--- src/rtl/clock_pkg.sv ---
// ---------------------------------------------------------------------------
// clock_pkg
//   Constants and helpers shared by the time keeper and the hourly chime.
//   - field_e : 2-bit encoding of the time keeper state, also driven out on
//               the 'field' port so the display can blink the field in edit.
//   - TIME_W, HOUR_MAX, MIN_MAX, SEC_MAX : widths and wrap points.
//   - wrap_inc / wrap_dec : modular step of a time field (0..max).
// ---------------------------------------------------------------------------
package clock_pkg;

    localparam int unsigned TIME_W = 6;

    localparam logic [TIME_W-1:0] HOUR_MAX = TIME_W'(23);
    localparam logic [TIME_W-1:0] MIN_MAX  = TIME_W'(59);
    localparam logic [TIME_W-1:0] SEC_MAX  = TIME_W'(59);

    typedef enum logic [1:0] {
        ST_RUN      = 2'd0,
        ST_SET_HOUR = 2'd1,
        ST_SET_MIN  = 2'd2,
        ST_SET_SEC  = 2'd3
    } field_e;

    function automatic logic [TIME_W-1:0] wrap_inc(input logic [TIME_W-1:0] v,
                                                   input logic [TIME_W-1:0] max);
        return (v >= max) ? '0 : v + TIME_W'(1);
    endfunction

    function automatic logic [TIME_W-1:0] wrap_dec(input logic [TIME_W-1:0] v,
                                                   input logic [TIME_W-1:0] max);
        return (v == '0 || v > max) ? max : v - TIME_W'(1);
    endfunction

endpackage

--- src/rtl/sec_tick_gen.sv ---
// ---------------------------------------------------------------------------
// sec_tick_gen
//   Divides clk down to a one-cycle tick every CLK_HZ cycles.
//   Parameters:
//     CLK_HZ : clk frequency in Hz (>= 2); tick period in cycles.
//   Ports:
//     clk  in  1  clock
//     rst  in  1  asynchronous active-high reset
//     en   in  1  count enable; when low the divider is held at 0
//     tick out 1  registered pulse, high in the cycle the count is CLK_HZ-1
// ---------------------------------------------------------------------------
module sec_tick_gen #(
    parameter int unsigned CLK_HZ = 100_000_000
) (
    input  logic clk,
    input  logic rst,
    input  logic en,
    output logic tick
);

    localparam int unsigned      CNT_W = (CLK_HZ > 2) ? $clog2(CLK_HZ) : 1;
    localparam logic [CNT_W-1:0] LAST  = CNT_W'(CLK_HZ - 1);
    localparam logic [CNT_W-1:0] PRE   = CNT_W'(CLK_HZ - 2);

    logic [CNT_W-1:0] count;

    // tick is registered one cycle ahead (count==PRE) so it is high exactly
    // while count==LAST without any decode after the flops.
    always_ff @(posedge clk or posedge rst) begin
        if (rst) begin
            count <= '0;
            tick  <= 1'b0;
        end else if (!en) begin
            count <= '0;
            tick  <= 1'b0;
        end else begin
            count <= (count == LAST) ? '0 : count + CNT_W'(1);
            tick  <= (count == PRE);
        end
    end

endmodule

--- src/rtl/rtc_time_keeper.sv ---
// ---------------------------------------------------------------------------
// rtc_time_keeper
//   24-hour hh:mm:ss counter with a button-driven set mode.
//   Parameters:
//     CLK_HZ : clk frequency in Hz (>= 2); one second = CLK_HZ cycles.
//   Configuration macro:
//     DEC_BTN_EN : adds the dec_btn port and decrement of the selected field.
//   Ports:
//     clk      in  1  system clock
//     rst      in  1  asynchronous active-high reset
//     set_mode in  1  switch level: 1 = set mode, 0 = run
//     sel_btn  in  1  button: advance the field being set
//     inc_btn  in  1  button: increment the selected field
//     dec_btn  in  1  button: decrement the selected field (DEC_BTN_EN only)
//     hour     out 6  0..23
//     min      out 6  0..59
//     sec      out 6  0..59
//     sec_tick out 1  one-cycle pulse per second while running
//     field    out 2  0 RUN, 1 SET_HOUR, 2 SET_MIN, 3 SET_SEC
// ---------------------------------------------------------------------------
module rtc_time_keeper
    import clock_pkg::*;
#(
    parameter int unsigned CLK_HZ = 100_000_000
) (
    input  logic              clk,
    input  logic              rst,
    input  logic              set_mode,
    input  logic              sel_btn,
    input  logic              inc_btn,
`ifdef DEC_BTN_EN
    input  logic              dec_btn,
`endif
    output logic [TIME_W-1:0] hour,
    output logic [TIME_W-1:0] min,
    output logic [TIME_W-1:0] sec,
    output logic              sec_tick,
    output logic [1:0]        field
);

    // Input bundle: bit 0 is the set_mode level, bits 1.. are buttons.
`ifdef DEC_BTN_EN
    localparam int unsigned NB = 4;
`else
    localparam int unsigned NB = 3;
`endif

    logic [NB-1:0] raw;
    logic [NB-1:0] sync1;
    logic [NB-1:0] sync2;
    logic [NB-1:1] btn_prev;
    logic [NB-1:1] btn_rise;

`ifdef DEC_BTN_EN
    assign raw = {dec_btn, inc_btn, sel_btn, set_mode};
`else
    assign raw = {inc_btn, sel_btn, set_mode};
`endif

    always_ff @(posedge clk or posedge rst) begin
        if (rst) begin
            sync1    <= '0;
            sync2    <= '0;
            btn_prev <= '0;
        end else begin
            sync1    <= raw;
            sync2    <= sync1;
            btn_prev <= sync2[NB-1:1];
        end
    end

    assign btn_rise = sync2[NB-1:1] & ~btn_prev;

    logic mode_lvl;
    logic sel_ev;
    logic inc_ev;
    logic dec_ev;

    assign mode_lvl = sync2[0];
    assign sel_ev   = btn_rise[1];

    // Simultaneous inc and dec cancel each other.
`ifdef DEC_BTN_EN
    assign inc_ev = btn_rise[2] & ~btn_rise[3];
    assign dec_ev = btn_rise[3] & ~btn_rise[2];
`else
    assign inc_ev = btn_rise[2];
    assign dec_ev = 1'b0;
`endif

    field_e state;
    logic   tick;
    logic   tick_en;

    // Disabling on the request (not only on the SET state) keeps a tick from
    // being issued in the cycle the FSM enters set mode, and makes the
    // divider start from 0 in the first RUN cycle after leaving it.
    assign tick_en = (state == ST_RUN) && !mode_lvl;

    sec_tick_gen #(
        .CLK_HZ(CLK_HZ)
    ) u_tick (
        .clk (clk),
        .rst (rst),
        .en  (tick_en),
        .tick(tick)
    );

    always_ff @(posedge clk or posedge rst) begin
        if (rst) begin
            state <= ST_RUN;
            hour  <= '0;
            min   <= '0;
            sec   <= '0;
        end else begin
            unique case (state)
                ST_RUN: begin
                    if (tick) begin
                        sec <= wrap_inc(sec, SEC_MAX);
                        if (sec == SEC_MAX) begin
                            min <= wrap_inc(min, MIN_MAX);
                            if (min == MIN_MAX) begin
                                hour <= wrap_inc(hour, HOUR_MAX);
                            end
                        end
                    end
                    if (mode_lvl) begin
                        state <= ST_SET_HOUR;
                    end
                end

                default: begin
                    if (!mode_lvl) begin
                        // Leaving set mode drops any coincident button edge.
                        state <= ST_RUN;
                    end else begin
                        // Edit lands on the current field before sel moves on.
                        unique case (state)
                            ST_SET_HOUR: begin
                                if (inc_ev)      hour <= wrap_inc(hour, HOUR_MAX);
                                else if (dec_ev) hour <= wrap_dec(hour, HOUR_MAX);
                            end
                            ST_SET_MIN: begin
                                if (inc_ev)      min <= wrap_inc(min, MIN_MAX);
                                else if (dec_ev) min <= wrap_dec(min, MIN_MAX);
                            end
                            default: begin
                                if (inc_ev)      sec <= wrap_inc(sec, SEC_MAX);
                                else if (dec_ev) sec <= wrap_dec(sec, SEC_MAX);
                            end
                        endcase

                        if (sel_ev) begin
                            unique case (state)
                                ST_SET_HOUR: state <= ST_SET_MIN;
                                ST_SET_MIN:  state <= ST_SET_SEC;
                                default:     state <= ST_SET_HOUR;
                            endcase
                        end
                    end
                end
            endcase
        end
    end

    assign sec_tick = tick;
    assign field    = state;

endmodule

--- config.mk ---
export PLATFORM = sky130hd
export DESIGN_NAME = rtc_time_keeper
export DESIGN_NICKNAME = d
export VERILOG_FILES = /design/src/rtl/clock_pkg.sv /design/src/rtl/sec_tick_gen.sv /design/src/rtl/rtc_time_keeper.sv
export SDC_FILE = /design/constraint.sdc
export NUM_CORES = 1
export LEC_CHECK = 0
export ABC_AREA = 1
export BUFFER_PORTS_ARGS = -buffer_cell sky130_fd_sc_hd__clkbuf_2
export CAP_MARGIN = 10
export CORE_MARGIN = 2
export CORE_UTILIZATION = 45
export DETAILED_ROUTE_END_ITERATION = 8
export HOLD_SLACK_MARGIN = 0.06
export PLACE_DENSITY = 0.59
export SYNTH_ARGS = -nofsm -noshare
export SYNTH_HDL_FRONTEND = slang
export SYNTH_SLANG_ARGS = --single-unit
--- constraint.sdc ---
create_clock -name clk -period 4.48 [get_ports clk]
set_input_delay 0.896 -clock clk [delete_from_list [all_inputs] [get_ports clk]]
set_output_delay 0.896 -clock clk [all_outputs]
set_load 0.02 [all_outputs]
-- Word level (Yosys, flattened, before mapping)
Cells that the tools add are included.
- memories kept: 0
- memory bits (read-only): 0
- memory bits (writable): 0
- output and inout port bits: 21
- register bits: 56
- logic and storage cells: 71
- bits in latches: 0
- bits of input ports: 5
- reduce and logical (&&, ||, !) cells: 12
- eq/ne operators: 12
- add/subtract/negate cells: 4
- multiplexer cells: 29
- magnitude comparators: 3
- multiply operators: 0
- shift-type cells: 0
- bitwise logic cells: 2
- div/mod/pow operators: 0
- operators with widths (cell ; count):
    $mux 6 ; 21
    $eq 27x27->1 const B ; 2
    $mux 27 ; 2
    $add 27x1->27 const B ; 1
    $add 6x1->6 const B ; 3
    $eq 6x6->1 const B ; 2
    $ge 6x6->1 const B ; 2
    $mux 2 ; 4
    $ne 2x1->1 const B ; 4
    $reduce_bool 2->1 ; 4
    $ge 6x5->1 const B ; 1
    $reduce_and 6->1 ; 1
    $reduce_and 5->1 ; 1
    $pmux 2 s2 ; 1
    $reduce_and 4->1 ; 1
    $ne 3x1->1 const B ; 1
    $and 2x2->2 ; 1
    $eq 2x1->1 const B ; 1
    $eq 2x2->1 const B ; 1
    $logic_not 2->1 ; 1
    $ne 2x2->1 const B ; 1
    $not 2->2 ; 1
    $reduce_and 2->1 ; 1
    $reduce_or 2->1 ; 1
    other kinds (3) ; 3

-- Longest topological paths before layout
- depth after elaboration: 6
- gate-level depth with buffers: 10

-- Modules after synthesis
A second synthesis with hierarchy kept.
- cells, all modules: 416
- area, all modules: 3224.3 µm²
- by module, submodules not included (module ; cells each ; area each (µm²) ; sequential area each (µm²) ; times used):
    sec_tick_gen ; 226 ; 1702.9 ; 700.7 ; 1
    rtc_time_keeper ; 190 ; 1521.5 ; 700.7 ; 1

-- Least setup slack after synthesis
OpenSTA, ideal clock, no wires.
- path kind: reg2reg
- start: register state[0], in the netlist field[0]
- end: register min[0]
- required time: 4.362 ns
- setup slack: 2.814 ns
- buffers on the path: 0
- arrival time: 1.548 ns
- library setup time: 0.118 ns
- stages on the path, launching flop included: 10
- cells stage by stage: dfrtp_1 inv_1 ha_1 or2_2 nand2_2 nor2_1 nand2_1 nor2_1 nand3b_1 nand2_1
- cells in the longest elaborated chain, start to end: 3
- elaborated cells between the ends (all ways): 9
- ends and longest elaborated chain (element ; line ; text):
    start: declaration ; rtc_time_keeper.sv:91 ; field_e state;
    start signal: assignment ; rtc_time_keeper.sv:111 ; state <= ST_RUN;
    start signal: assignment ; rtc_time_keeper.sv:128 ; state <= ST_SET_HOUR;
    start signal: assignment ; rtc_time_keeper.sv:135 ; state <= ST_RUN;
    $eq 2x2->1 or $logic_not 2->1 (tied branches) ; rtc_time_keeper.sv:138, rtc_time_keeper.sv:116 ;
    $reduce_bool 2->1 (no source line) or $ne 2x1->1 (tied branches) ; - ;
    $reduce_and 5->1 (no source line) ; - ;
    end signal: assignment ; rtc_time_keeper.sv:121 ; min <= wrap_inc(min, MIN_MAX);
    end signal: assignment ; rtc_time_keeper.sv:144 ; if (inc_ev) min <= wrap_inc(min, MIN_MAX);
    end signal: assignment ; rtc_time_keeper.sv:145 ; else if (dec_ev) min <= wrap_dec(min, MIN_MAX);
    end: declaration ; rtc_time_keeper.sv:35 ; output logic [TIME_W-1:0] min,
Parallel ways exist; a longest one is shown, timed or not.
A chain may end at the register's enable or synchronous reset.

-- Worst setup path in the final report
- start: register sec[0]
- end: output sec[0]
- RTL lines (element ; line ; text):
    start: declaration ; rtc_time_keeper.sv:36 ; output logic [TIME_W-1:0] sec,
    start signal: assignment ; rtc_time_keeper.sv:119 ; sec <= wrap_inc(sec, SEC_MAX);
    start signal: assignment ; rtc_time_keeper.sv:148 ; if (inc_ev) sec <= wrap_inc(sec, SEC_MAX);
    start signal: assignment ; rtc_time_keeper.sv:149 ; else if (dec_ev) sec <= wrap_dec(sec, SEC_MAX);
No word-level cell between the ends.

==> flow_summary.json <==
{
  "setup-tns-final_ps": 0,
  "synthAdderAreaFrac_pct": 3.178,
  "ys_types": 27,
  "hold_viol_final": 0,
  "worstHoldStart": "sync1[2]",
  "relSlewSlack_pct": 53.65,
  "critPathRequiredTime_ps": 3580,
  "r2r_cells": 6,
  "drc": 0,
  "yosys_register_bits": 56,
  "post_cts_buffers": 0,
  "cap_violations": 0,
  "fmax_mhz": 528.0,
  "dieHeight_um": 87.66,
  "cts.sinks": 56,
  "coreArea_mm2": 0.006794,
  "port_buffers": 25,
  "drtIter0Drc": 161,
  "cellPowerDensity_mw_per_mm2": 452.0,
  "yosysSeqAreaShare_pct": 44.50,
  "overflow": 0,
  "ant_nets": 0,
  "syn_inst": 410,
  "insertion_delay_ps": 310,
  "cp_cell_sequence": "clkbuf_2",
  "dieArea_mm2": 0.007683,
  "most-common-layout-cells": "104 x nand2_1, 77 x nor2_1, 56 x dfrtp_1",
  "rr_endpoint": "u_tick.count[25]",
  "start_util_pct": 46.35,
  "min_path_cells": 0,
  "rsz0062_at_grt": "false",
  "dieWidth_um": 87.66,
  "synth-simple-area-share_pct": 38.34,
  "synth_compound_area_share_pct": 3.576,
  "r2r_start": "field[1]",
  "slew_violations": 0,
  "leakage_uw": 0.001532,
  "cpPeakStageDelay_ps": 480,
  "antenna_found_initial": 0,
  "critical_path_class": "flip-flop to output port",
  "clk_pin_slew_ps": 100,
  "cts.path.max_buffers": 2,
  "cts_made_buffers": 5,
  "io_pins": 26,
  "finalWorstPathRequiredPeriod_ps": 1894,
  "vias_per_cell": 4.983,
  "firstDrtPassIters": 4,
  "finClkSkew_ps": 11.17,
  "gr-usage-all-layers_pct": 19.03,
  "dp_cells": 530,
  "final_common_cell": "nand2_1",
  "drive_gt1_share_pct": 13.61,
  "synth_top_family_by_area": "simple AND/OR/NAND/NOR gates",
  "diodes": 0,
  "dp_slack_ps": 2681,
  "hold_end": "sync2[2]",
  "grt_start_max_net_pins": 57,
  "finalSetupViolations": 0,
  "synthToLayoutAreaGrowth_pct": 11.60,
  "num_rows": 30,
  "path_max_fanout": 8,
  "dp_hpwl_um": 4991,
  "yosys_warnings": 0,
  "tritoncts": "done",
  "routed_wl_um": 6760,
  "final.period_utilization_pct": 42.28,
  "setup_ws_ps": 2586,
  "cp_data_arrival_time_ps": 1000,
  "peakVddDrop_v": 0.0001504,
  "path_buf_inv": 1,
  "root_buffer": "clkbuf_8",
  "grt_first_pass_wirelength_um": 11500,
  "route.vias.total": 2676,
  "tightest_slew_ps": 695.2,
  "synth.area.mux_share_pct": 0,
  "hp-class": "flip-flop to flip-flop",
  "rrSetupSlack_ps": 2650,
  "worstSetupEndpointType": "output port",
  "syn_avg_cell_area_um2": 7.681,
  "wl_per_cell_um": 12.59,
  "cts_resized": 0,
  "nFillCells": 660,
  "layout.nets": 454,
  "syn_area_mm2": 0.003149,
  "grt_pass1_vias": 2479,
  "synth-xor-area-share_pct": 5.562,
  "crit_slowest_cell": "dfrtp_1",
  "synth_nets": 423,
  "fin_cells": 537,
  "holdBufCountCts": 0,
  "cp-start-kind": "flip-flop",
  "gp_congestion": 0.8796,
  "path_delay_family": "flip-flops",
  "status": "complete, no violations",
  "htree_num_levels": 2
}
## synth_stat cells
master,instances,area (µm²)
dfrtp_1,56,1401
clkinv_2,1,5.000
and2_1,2,12.51
nand3b_4,1,20.02
buf_6,1,11.26
ha_1,8,100.1
xor2_1,13,113.9
nand3b_1,2,15.01
nand2_2,5,31.28
o21ai_0,14,70.07
nand3_1,45,225.2
or2_2,5,31.28
xnor2_1,7,61.31
nand2_1,104,390.4
nand3_2,1,10.01
o21bai_1,1,7.510
nor3_4,1,16.27
inv_2,1,3.750
nor3_1,2,10.01
nand4_1,10,62.56
nor2_4,4,45.04
nand2_4,1,11.26
nor2_2,6,37.54
a21oi_1,7,35.03
buf_2,1,5.000
inv_1,34,127.6
nor2_1,77,289.0
## per-stage QoR
stage          hold slack (ps)  area [µm²]  util [%]  total power, µW
6_report                 346.5        3515     51.73             1588
5_1_grt                  370.1        3515     51.73             1718
4_1_cts                  359.2        3515     51.73             1608
3_5_place_dp             337.8        3386     49.83             1216
3_3_place_gp             334.6        3386     49.83             1202
2_1_floorplan            331.2        3149         -             1069
## sequential cells by signal (all words and copies together) (netlist names)
name / cells
u_tick.count: 27
field: 2
u_tick.tick: 1
sec: 6
sync1: 3
btn_prev: 2
sync2: 3
hour: 6
min: 6
## cell families after synthesis
| logic type | Yosys count |
|---|---|
| buf+inv | 38 |
| fa+ha+maj | 8 |
| flops | 56 |
| compound gates | 22 |
| simple gates | 266 |
| xor+xnor | 20 |
## report_power, final
part           internal [µW]  total (µW)  switching, µW  leakage (µW)
combinational            177         547            370      0.000718
sequential               570         653           83.4      0.000750
clock                    220         388            168     0.0000642
total                    967        1590            621       0.00153
## worst max-delay path by stage
stage                   from          endpoint  slack (ps)  depth (start not counted)
finish                sec[0]            sec[0]        2590                          1
global route        field[1]   u_tick.count[9]        2420                          6
CTS                   sec[0]            sec[0]        2570                          1
detailed placement  field[1]  u_tick.count[25]        2680                          6
global placement    field[1]           hour[4]        2800                          9
floorplan                rst       btn_prev[1]        2210                          1
## layout make-up
type	instances	area (µm²)	area share [%]
Clock buffer	5	68.82	1.958
Clock inverter	2	60.06	1.709
Inverter	36	136.4	3.880
Multi-Input combinational cell	316	1595	45.39
Sequential cell	56	1401	39.87
Tap cell	96	120.1	3.418
Timing Repair Buffer	26	132.6	3.774
## layer usage
metal  global-route usage (%)  part of all wire (%)  vias up
met3                    3.110                   3.0       10
met2                    32.09                    49       45
li1                         -                     -     1373
met1                    25.21                    46     1248
met4                    5.734                   1.7        0
met5                        0                     0        -
(Power assumes the default switching activity.)
